===== src/rtl/alu_ctrl_pkg.sv =====
// alu_ctrl_pkg: controller states, ALU opcodes and the default execution timeout
package alu_ctrl_pkg;
    typedef enum logic [1:0] {IDLE, CLEAR, EXEC, RESP} stateT;
    localparam logic [3:0] ADD = 4'd0;
    localparam logic [3:0] SUB = 4'd1;
    localparam logic [3:0] MUL = 4'd2;
    localparam logic [3:0] DIV = 4'd3;
    localparam logic [3:0] ROT = 4'd12;
    localparam logic [3:0] ILLEGAL_MIN = 4'd13;
    localparam int DEFAULT_TIMEOUT = 100;
    function automatic logic isIllegal(input logic [3:0] op);
        return op >= ILLEGAL_MIN;
    endfunction
endpackage


===== src/rtl/rr_arb2.sv =====
// rr_arb2: two-way round-robin arbiter, favours the requester not served last
module rr_arb2 (
    input  logic       clk,
    input  logic       rst,
    input  logic [1:0] valid,
    input  logic       accept,
    output logic [1:0] grant
);
    logic lastId;
    always_ff @(posedge clk or negedge rst)
        if (!rst) lastId <= 1'b1;
        else if (accept) lastId <= grant[1];
    assign grant = (valid == 2'b11) ? (lastId ? 2'b01 : 2'b10) : valid;
endmodule


===== src/rtl/alu_issue_ctrl.sv =====
// alu_issue_ctrl: shares one multi-cycle ALU between two requesters with a tagged response port
module alu_issue_ctrl
    import alu_ctrl_pkg::*;
#(
    parameter int TIMEOUT = DEFAULT_TIMEOUT
) (
    input  logic        clk,
    input  logic        rst,
    input  logic [1:0]  req_valid,
    output logic [1:0]  req_ready,
    input  logic [3:0]  req0_aluop,
    input  logic [31:0] req0_a,
    input  logic [31:0] req0_b,
    input  logic        req0_inv,
    input  logic        req0_inc,
    input  logic [3:0]  req1_aluop,
    input  logic [31:0] req1_a,
    input  logic [31:0] req1_b,
    input  logic        req1_inv,
    input  logic        req1_inc,
    output logic [3:0]  alu_aluop,
    output logic [31:0] alu_a,
    output logic [31:0] alu_b,
    output logic        alu_inv,
    output logic        alu_inc,
    output logic        alu_rst,
    input  logic        alu_done,
    input  logic [31:0] alu_res_high,
    input  logic [31:0] alu_res_low,
    output logic        rsp_valid,
    input  logic        rsp_ready,
    output logic        rsp_id,
    output logic        rsp_err,
    output logic [31:0] rsp_high,
    output logic [31:0] rsp_low
);
    localparam int CW = $clog2(TIMEOUT + 1);
    stateT state, nextState;
    logic [CW-1:0] cnt;
    logic [1:0] grant;
    logic xfer, winId, timedOut;
    logic [3:0] winOp;
    rr_arb2 uArb (.clk(clk), .rst(rst), .valid(req_valid), .accept(xfer), .grant(grant));
    // ready is gated by rst so nothing is offered while reset is held
    assign req_ready = (rst && state == IDLE) ? grant : 2'b00;
    assign xfer = |(req_valid & req_ready);
    assign winId = grant[1];
    assign winOp = winId ? req1_aluop : req0_aluop;
    assign timedOut = cnt == CW'(TIMEOUT - 1);
    assign alu_rst = !rst || state == CLEAR;
    assign rsp_valid = state == RESP;
    always_comb begin
        nextState = state;
        unique case (state)
            IDLE:  nextState = xfer ? (isIllegal(winOp) ? RESP : CLEAR) : IDLE;
            CLEAR: nextState = EXEC;
            EXEC:  nextState = (alu_done || timedOut) ? RESP : EXEC;
            RESP:  nextState = rsp_ready ? IDLE : RESP;
        endcase
    end
    always_ff @(posedge clk or negedge rst) begin
        if (!rst) begin
            state <= IDLE;
            cnt <= '0;
            alu_aluop <= '0;
            alu_a <= '0;
            alu_b <= '0;
            alu_inv <= 1'b0;
            alu_inc <= 1'b0;
            rsp_id <= 1'b0;
            rsp_err <= 1'b0;
            rsp_high <= '0;
            rsp_low <= '0;
        end else begin
            state <= nextState;
            if (xfer) begin
                alu_aluop <= winOp;
                alu_a <= winId ? req1_a : req0_a;
                alu_b <= winId ? req1_b : req0_b;
                alu_inv <= winId ? req1_inv : req0_inv;
                alu_inc <= winId ? req1_inc : req0_inc;
                rsp_id <= winId;
            end
            if (state == CLEAR) cnt <= '0;
            else if (state == EXEC && cnt != CW'(TIMEOUT)) cnt <= cnt + CW'(1);
            if (xfer && isIllegal(winOp)) {rsp_err, rsp_high, rsp_low} <= {1'b1, 64'd0};
            else if (state == EXEC && alu_done) {rsp_err, rsp_high, rsp_low} <= {1'b0, alu_res_high, alu_res_low};
            else if (state == EXEC && timedOut) {rsp_err, rsp_high, rsp_low} <= {1'b1, 64'd0};
        end
    end
endmodule


===== config.mk =====
export PLATFORM = sky130hd
export DESIGN_NAME = alu_issue_ctrl
export DESIGN_NICKNAME = d
export VERILOG_FILES = /design/src/rtl/alu_ctrl_pkg.sv /design/src/rtl/rr_arb2.sv /design/src/rtl/alu_issue_ctrl.sv
export SDC_FILE = /design/constraint.sdc
export NUM_CORES = 1
export LEC_CHECK = 0
export BUFFER_PORTS_ARGS = -buffer_cell sky130_fd_sc_hd__buf_2
export CORE_MARGIN = 8
export CORE_UTILIZATION = 35
export DETAILED_ROUTE_END_ITERATION = 8
export GPL_TIMING_DRIVEN = 0
export PLACE_DENSITY = 0.69
export SLEW_MARGIN = 5
export SYNTH_ARGS = -nofsm -noshare
export SYNTH_HDL_FRONTEND = slang
export SYNTH_HIERARCHICAL = 1
export SYNTH_SLANG_ARGS = --single-unit
export TNS_END_PERCENT = 10

===== constraint.sdc =====
create_clock -name clk -period 2.1 [get_ports clk]
set_input_delay 0.525 -clock clk [delete_from_list [all_inputs] [get_ports clk]]
set_output_delay 0.525 -clock clk [all_outputs]
set_load 0.01 [all_outputs]

---- After elaboration in Yosys (flattened, before gate mapping) ----
Index checks and enable logic that the tools add are counted.
word-level totals
  bits in registers ....................... 146
  bits of input ports ..................... 210
  output and inout port bits .............. 140
  word-level logic and storage cells ...... 56
operators by class
  add/subtract/negate cells ............... 1
  order comparisons ....................... 1
  eq/ne operators ......................... 6
  muxes and demuxes ....................... 23
  bitwise operators ....................... 1
  reduce and logical (&&, ||, !) cells .... 12
operators with widths
  cell                                           number
  two-way mux 32 bit                             7
  two-way mux 7 bit                              2
  two-way mux 2 bit                              6
  one-hot mux 2 bit (4 select lines)             1
  adder 7 x 1 -> 7 bit, second input constant    1
  == test 7 bit, second input constant           1
  != test 7 bit, second input constant           1
  == test 2 bit, second input constant           3
  two-way mux 1 bit                              6
  logical AND 1 bit                              5
  >= comparator 4 bit, second input constant     1
  two-way mux 4 bit                              1
  nonzero test 3 bit                             1
  bitwise AND 2 bit                              1
  == test 2 x 1 -> 1 bit, second input constant  1
  zero test 2 bit                                1
  logical OR 1 bit                               2
  nonzero test 2 bit                             1
  OR reduction 2 bit                             1
  zero test 1 bit                                1

---- Depth between registers and ports, before layout ----
  depth after elaboration ................. 7
  mapped depth ............................ 9
  gate-level depth less buffers ........... 6

---- Cells and area by module ----
Netlist, hierarchy kept.
modules (own cells, without submodules)
  module          times used  cells an instance  area an instance (um^2)  sequential area each (um^2)
  alu_issue_ctrl  1           518                6085.8                   3628.5
  rr_arb2         1           5                  63.8                     26.3

---- Least setup slack after synthesis ----
OpenSTA, ideal clock, no wires.
  path kind ............................... in2out
  from .................................... in req_valid[1]
  to ...................................... out req_ready[1]
  arrival ................................. 1.588 ns
  data required time ...................... 1.575 ns
  setup slack ............................. -0.013 ns
  stages on the path ...................... 4
  buffers on the path ..................... 2
  path through ............................ a21boi_2 > buf_2 > buf_1 > and3_1
on the way
  longest elaborated chain between the ends .. 3
ends and longest elaborated chain
  element              RTL line              RTL
  start: declaration   alu_issue_ctrl.sv:9   input logic [1:0] req_valid,
  == test 2 bit        rr_arb2.sv:13         assign grant = (valid == 2'b11) ? (lastId ? 2'b01 : 2'b10) : valid;
  two-way mux 2 bit *  rr_arb2.sv:13
  two-way mux 2 bit *  alu_issue_ctrl.sv:45  assign req_ready = (rst && state == IDLE) ? grant : 2'b00;
  end: declaration     alu_issue_ctrl.sv:10  output logic [1:0] req_ready,
Mark *: on every way between the ends. The rest lies on a longest branch, timed or not.

---- Worst setup path in the final report ----
  from .................................... reg uArb.lastId
  to ...................................... out req_ready[1]
on the way
  longest elaborated chain between the ends .. 3
ends and longest elaborated chain
  element                          RTL line              RTL
  start: declaration               rr_arb2.sv:9          logic lastId;
  start signal: assignment         rr_arb2.sv:12         else if (accept) lastId <= grant[1];
  two-way mux 2 bit (2 in series)  rr_arb2.sv:13
  named net grant[1]               alu_issue_ctrl.sv:40  logic [1:0] grant;
  two-way mux 2 bit                alu_issue_ctrl.sv:45
The timed path passes the listed nets, and every way through them passes these cells.

==> results.cfg <==
[power]
p_total_mw = 13.3
cellLeakagePower_nw = 4.73
power_density_mw_per_mm2 = 1480
peakVddDrop_uv = 703

[route]
routed_wl_mm = 22.1
drt_iter0_drc = 248
routedWlPerCell_um = 19.5
vias = 5549
drc = 0
ant_nets = 0
routed_via_density = 4.89
first_pass_iters = 4

[critical_path]
critPathRequiredTime_ns = 1.57
crit_path_start_kind = flop
worstSetupPathType = flop to primary output
crit_fanout = 3
arrival_ns = 1.54
end_kind = primary output

[sta]
hold_viol = 8
hold_ws_ns = -0.0177
max_slew_margin_pct = 67.0
slew_violations = 0
finalCriticalPeriod_ns = 2.06
worst_pin_slew_ns = 0.496
max_freq_mhz = 485
period_share_pct = 98.1
final-setup-viol-count = 0
skew_ns = 0.0157
rsz0062_at_grt = true

[logic_synthesis]
synth_area_mm2 = 0.00615
synth_top_area_share_pct = 59.0
synth_seq_area_share_pct = 59.4
ys_top_cells_by_area = dfrtp_1 (59%), mux2i_1 (11%), a22o_1 (9.4%)
ys_seq_elements = 146
synth.distinct_cells = 38
synth_largest_area_cell = dfrtp_1
synthCells = 523
avgSynthCellArea_um2 = 11.8
yosysWarnings = 6
syn-num-nets = 735

[grt]
gr-max-usage-layer = met2
grt_pass1_vias = 5901
grt_use_met2_pct = 32.2
grtUsageTotal_pct = 19.4
grt_max_degree = 73
grt_antenna_before_repair = 3
met1_usage_pct = 22.7
overflow = 0
grt_util_met3_pct = 7.69
grt_pass1_wl_mm = 33.2

[flow_run]
maxCapViolCount = 0

[cells_and_area]
antennaDiodeCount = 0
finalInstanceArea_mm2 = 0.00898
drive_gt1_share_pct = 46.4
fin_nets = 1108
syn_to_final_growth_pct = 46.1

[floorplanning]
core_mm2 = 0.0172
die_area_mm2 = 0.0221
rows = 48
die_w_um = 149
start_util_pct = 35.7
ios = 350
die_h_um = 149

[worst_hold_path]
hold_class = input port to async pin

[run_status]
violations = negative hold slack
status = finished with violations

[cts]
clk_latency_ns = 0.42
clock-sinks = 146
cts_tree = done
cts_hold_buf = 0
numCtsBuffers = 17
clkTransAtPathRegs_ns = 0.07
h-tree-depth = 4
clock_path_buffers = 2
clock-root-buffer = clkbuf_16

[place]
gp_congestion = 0.810
post-dp-hpwl_mm = 17.2
port_buffers = 349
placed_cell_area_mm2 = 0.00821
[through the flow]
step	setup slack [ns]	setup TNS [ns]	util [%]	cells	hold WS, ns
finish	0.0397	0	52.1	1134	-0.0177
global route	-0.0136	-0.0136	52.1	1134	0.00894
CTS	0.0102	0	52.0	1134	0.00179
detailed placement	-1.02	-101.28	47.6	1098	0.477
global placement	-2.74	-582.21	47.5	1097	0.477
floorplan	0.152	0	-	523	0.229
[final cells by class]
cell class	instances	area (um2)
Clock buffer	20	457
Multi-Input combinational cell	334	2290
Fill cell	1617	8250
Sequential cell	146	3650
Inverter	5	18.8
Buffer	38	260
Clock inverter	12	173
Tap cell	225	282
Timing Repair Buffer	354	1850
[sequential cells by signal (all words and copies together) (netlist names)]
name	count
alu_a	32
alu_aluop	4
alu_b	32
alu_inc	1
alu_inv	1
cnt	7
rsp_err	1
rsp_high	32
rsp_id	1
rsp_low	32
state	2
uArb/lastId	1
[timing repair]
item                       CTS  global route
pin swaps                    1             0
gates resized for setup     20             7
setup endpoints to repair  141            29
setup buffers                3             0
hold endpoints to repair     0             0
cloned                       1             0
[metal layers]
layer	share of wire [%]	up-vias
li1	-	2626
met1	40	2632
met2	48	255
met3	11	30
met4	1.2	6
met5	0.20	-
[worst max-delay path: stages (launching register included)]
cell	delay (ns)
dfstp_2	0.57
a21boi_4	0.06
buf_6	0.12
buf_12	0.11
and3_4	0.16
buf_6	0.11
[report_power, final]
group | internal, mW | switching, mW
sequential | 4.18 | 0.773
combinational | 2.31 | 2.76
clock | 1.97 | 1.26
[cell families after synthesis]
group | Yosys count | synth area share [%]
AO/OA/AOI/OAI | 151 | 16.9
flip-flops | 146 | 59.4
AND/OR/NAND/NOR | 107 | 7.47
multiplexers | 72 | 11.8
buffers and inverters | 43 | 3.72
XOR/XNOR | 2 | 0.285
adder cells (fa/ha/maj) | 2 | 0.407
[cells in the final DEF (no fill, tap or decap), drive strengths merged, types with 2 or more instances in the layout]
cell    count
a21boi      2
a21oi      72
a22o       66
and2        3
and3        3
buf       378
bufinv      3
clkbuf     33
clkinv      4
dfrtp     145
ha          2
inv         9
mux2        2
mux2i      70
nand2       8
nand2b      3
nand3       9
nor2       75
o21ai       5
[synth_stat cells]
cell type	n
dfstp_2	1
nand2b_1	3
mux2_2	1
or3_1	1
a21oi_2	1
a31o_2	1
nand2_1	8
buf_6	6
xnor2_1	1
a31oi_1	1
nor2b_1	1
and4bb_1	1
o21ai_1	1
a22oi_1	1
buf_2	18
xor2_1	1
nand3_1	9
mux2_4	1
clkbuf_1	13
nor2_1	75
ha_1	2
nor3_1	1
a21boi_2	1
o2111ai_1	1
inv_1	5
and3b_1	1
buf_1	1
nand3b_1	1
o21ai_0	4
a22o_1	66
a21boi_0	1
and2_1	3
a21oi_1	71
mux2i_1	70
a32o_1	1
a41o_1	1
and3_1	3
dfrtp_1	145
[path summary, 6_finish.rpt]
check | from | to | slack [ns] | depth (start not counted)
min in group clk | rsp_ready | state[1] | 0.32 | 2
min | rst | alu_b[17] | -0.02 | 1
max in group asynchronous | rst | alu_aluop[2] | 1.40 | 2
max | uArb/lastId | req_ready[1] | 0.04 | 5
max reg2reg | uArb/lastId | uArb/lastId | 0.12 | 8
min reg2reg | rsp_low[0] | rsp_low[0] | 0.49 | 1
Note: power is estimated with default switching activity, not from simulation.
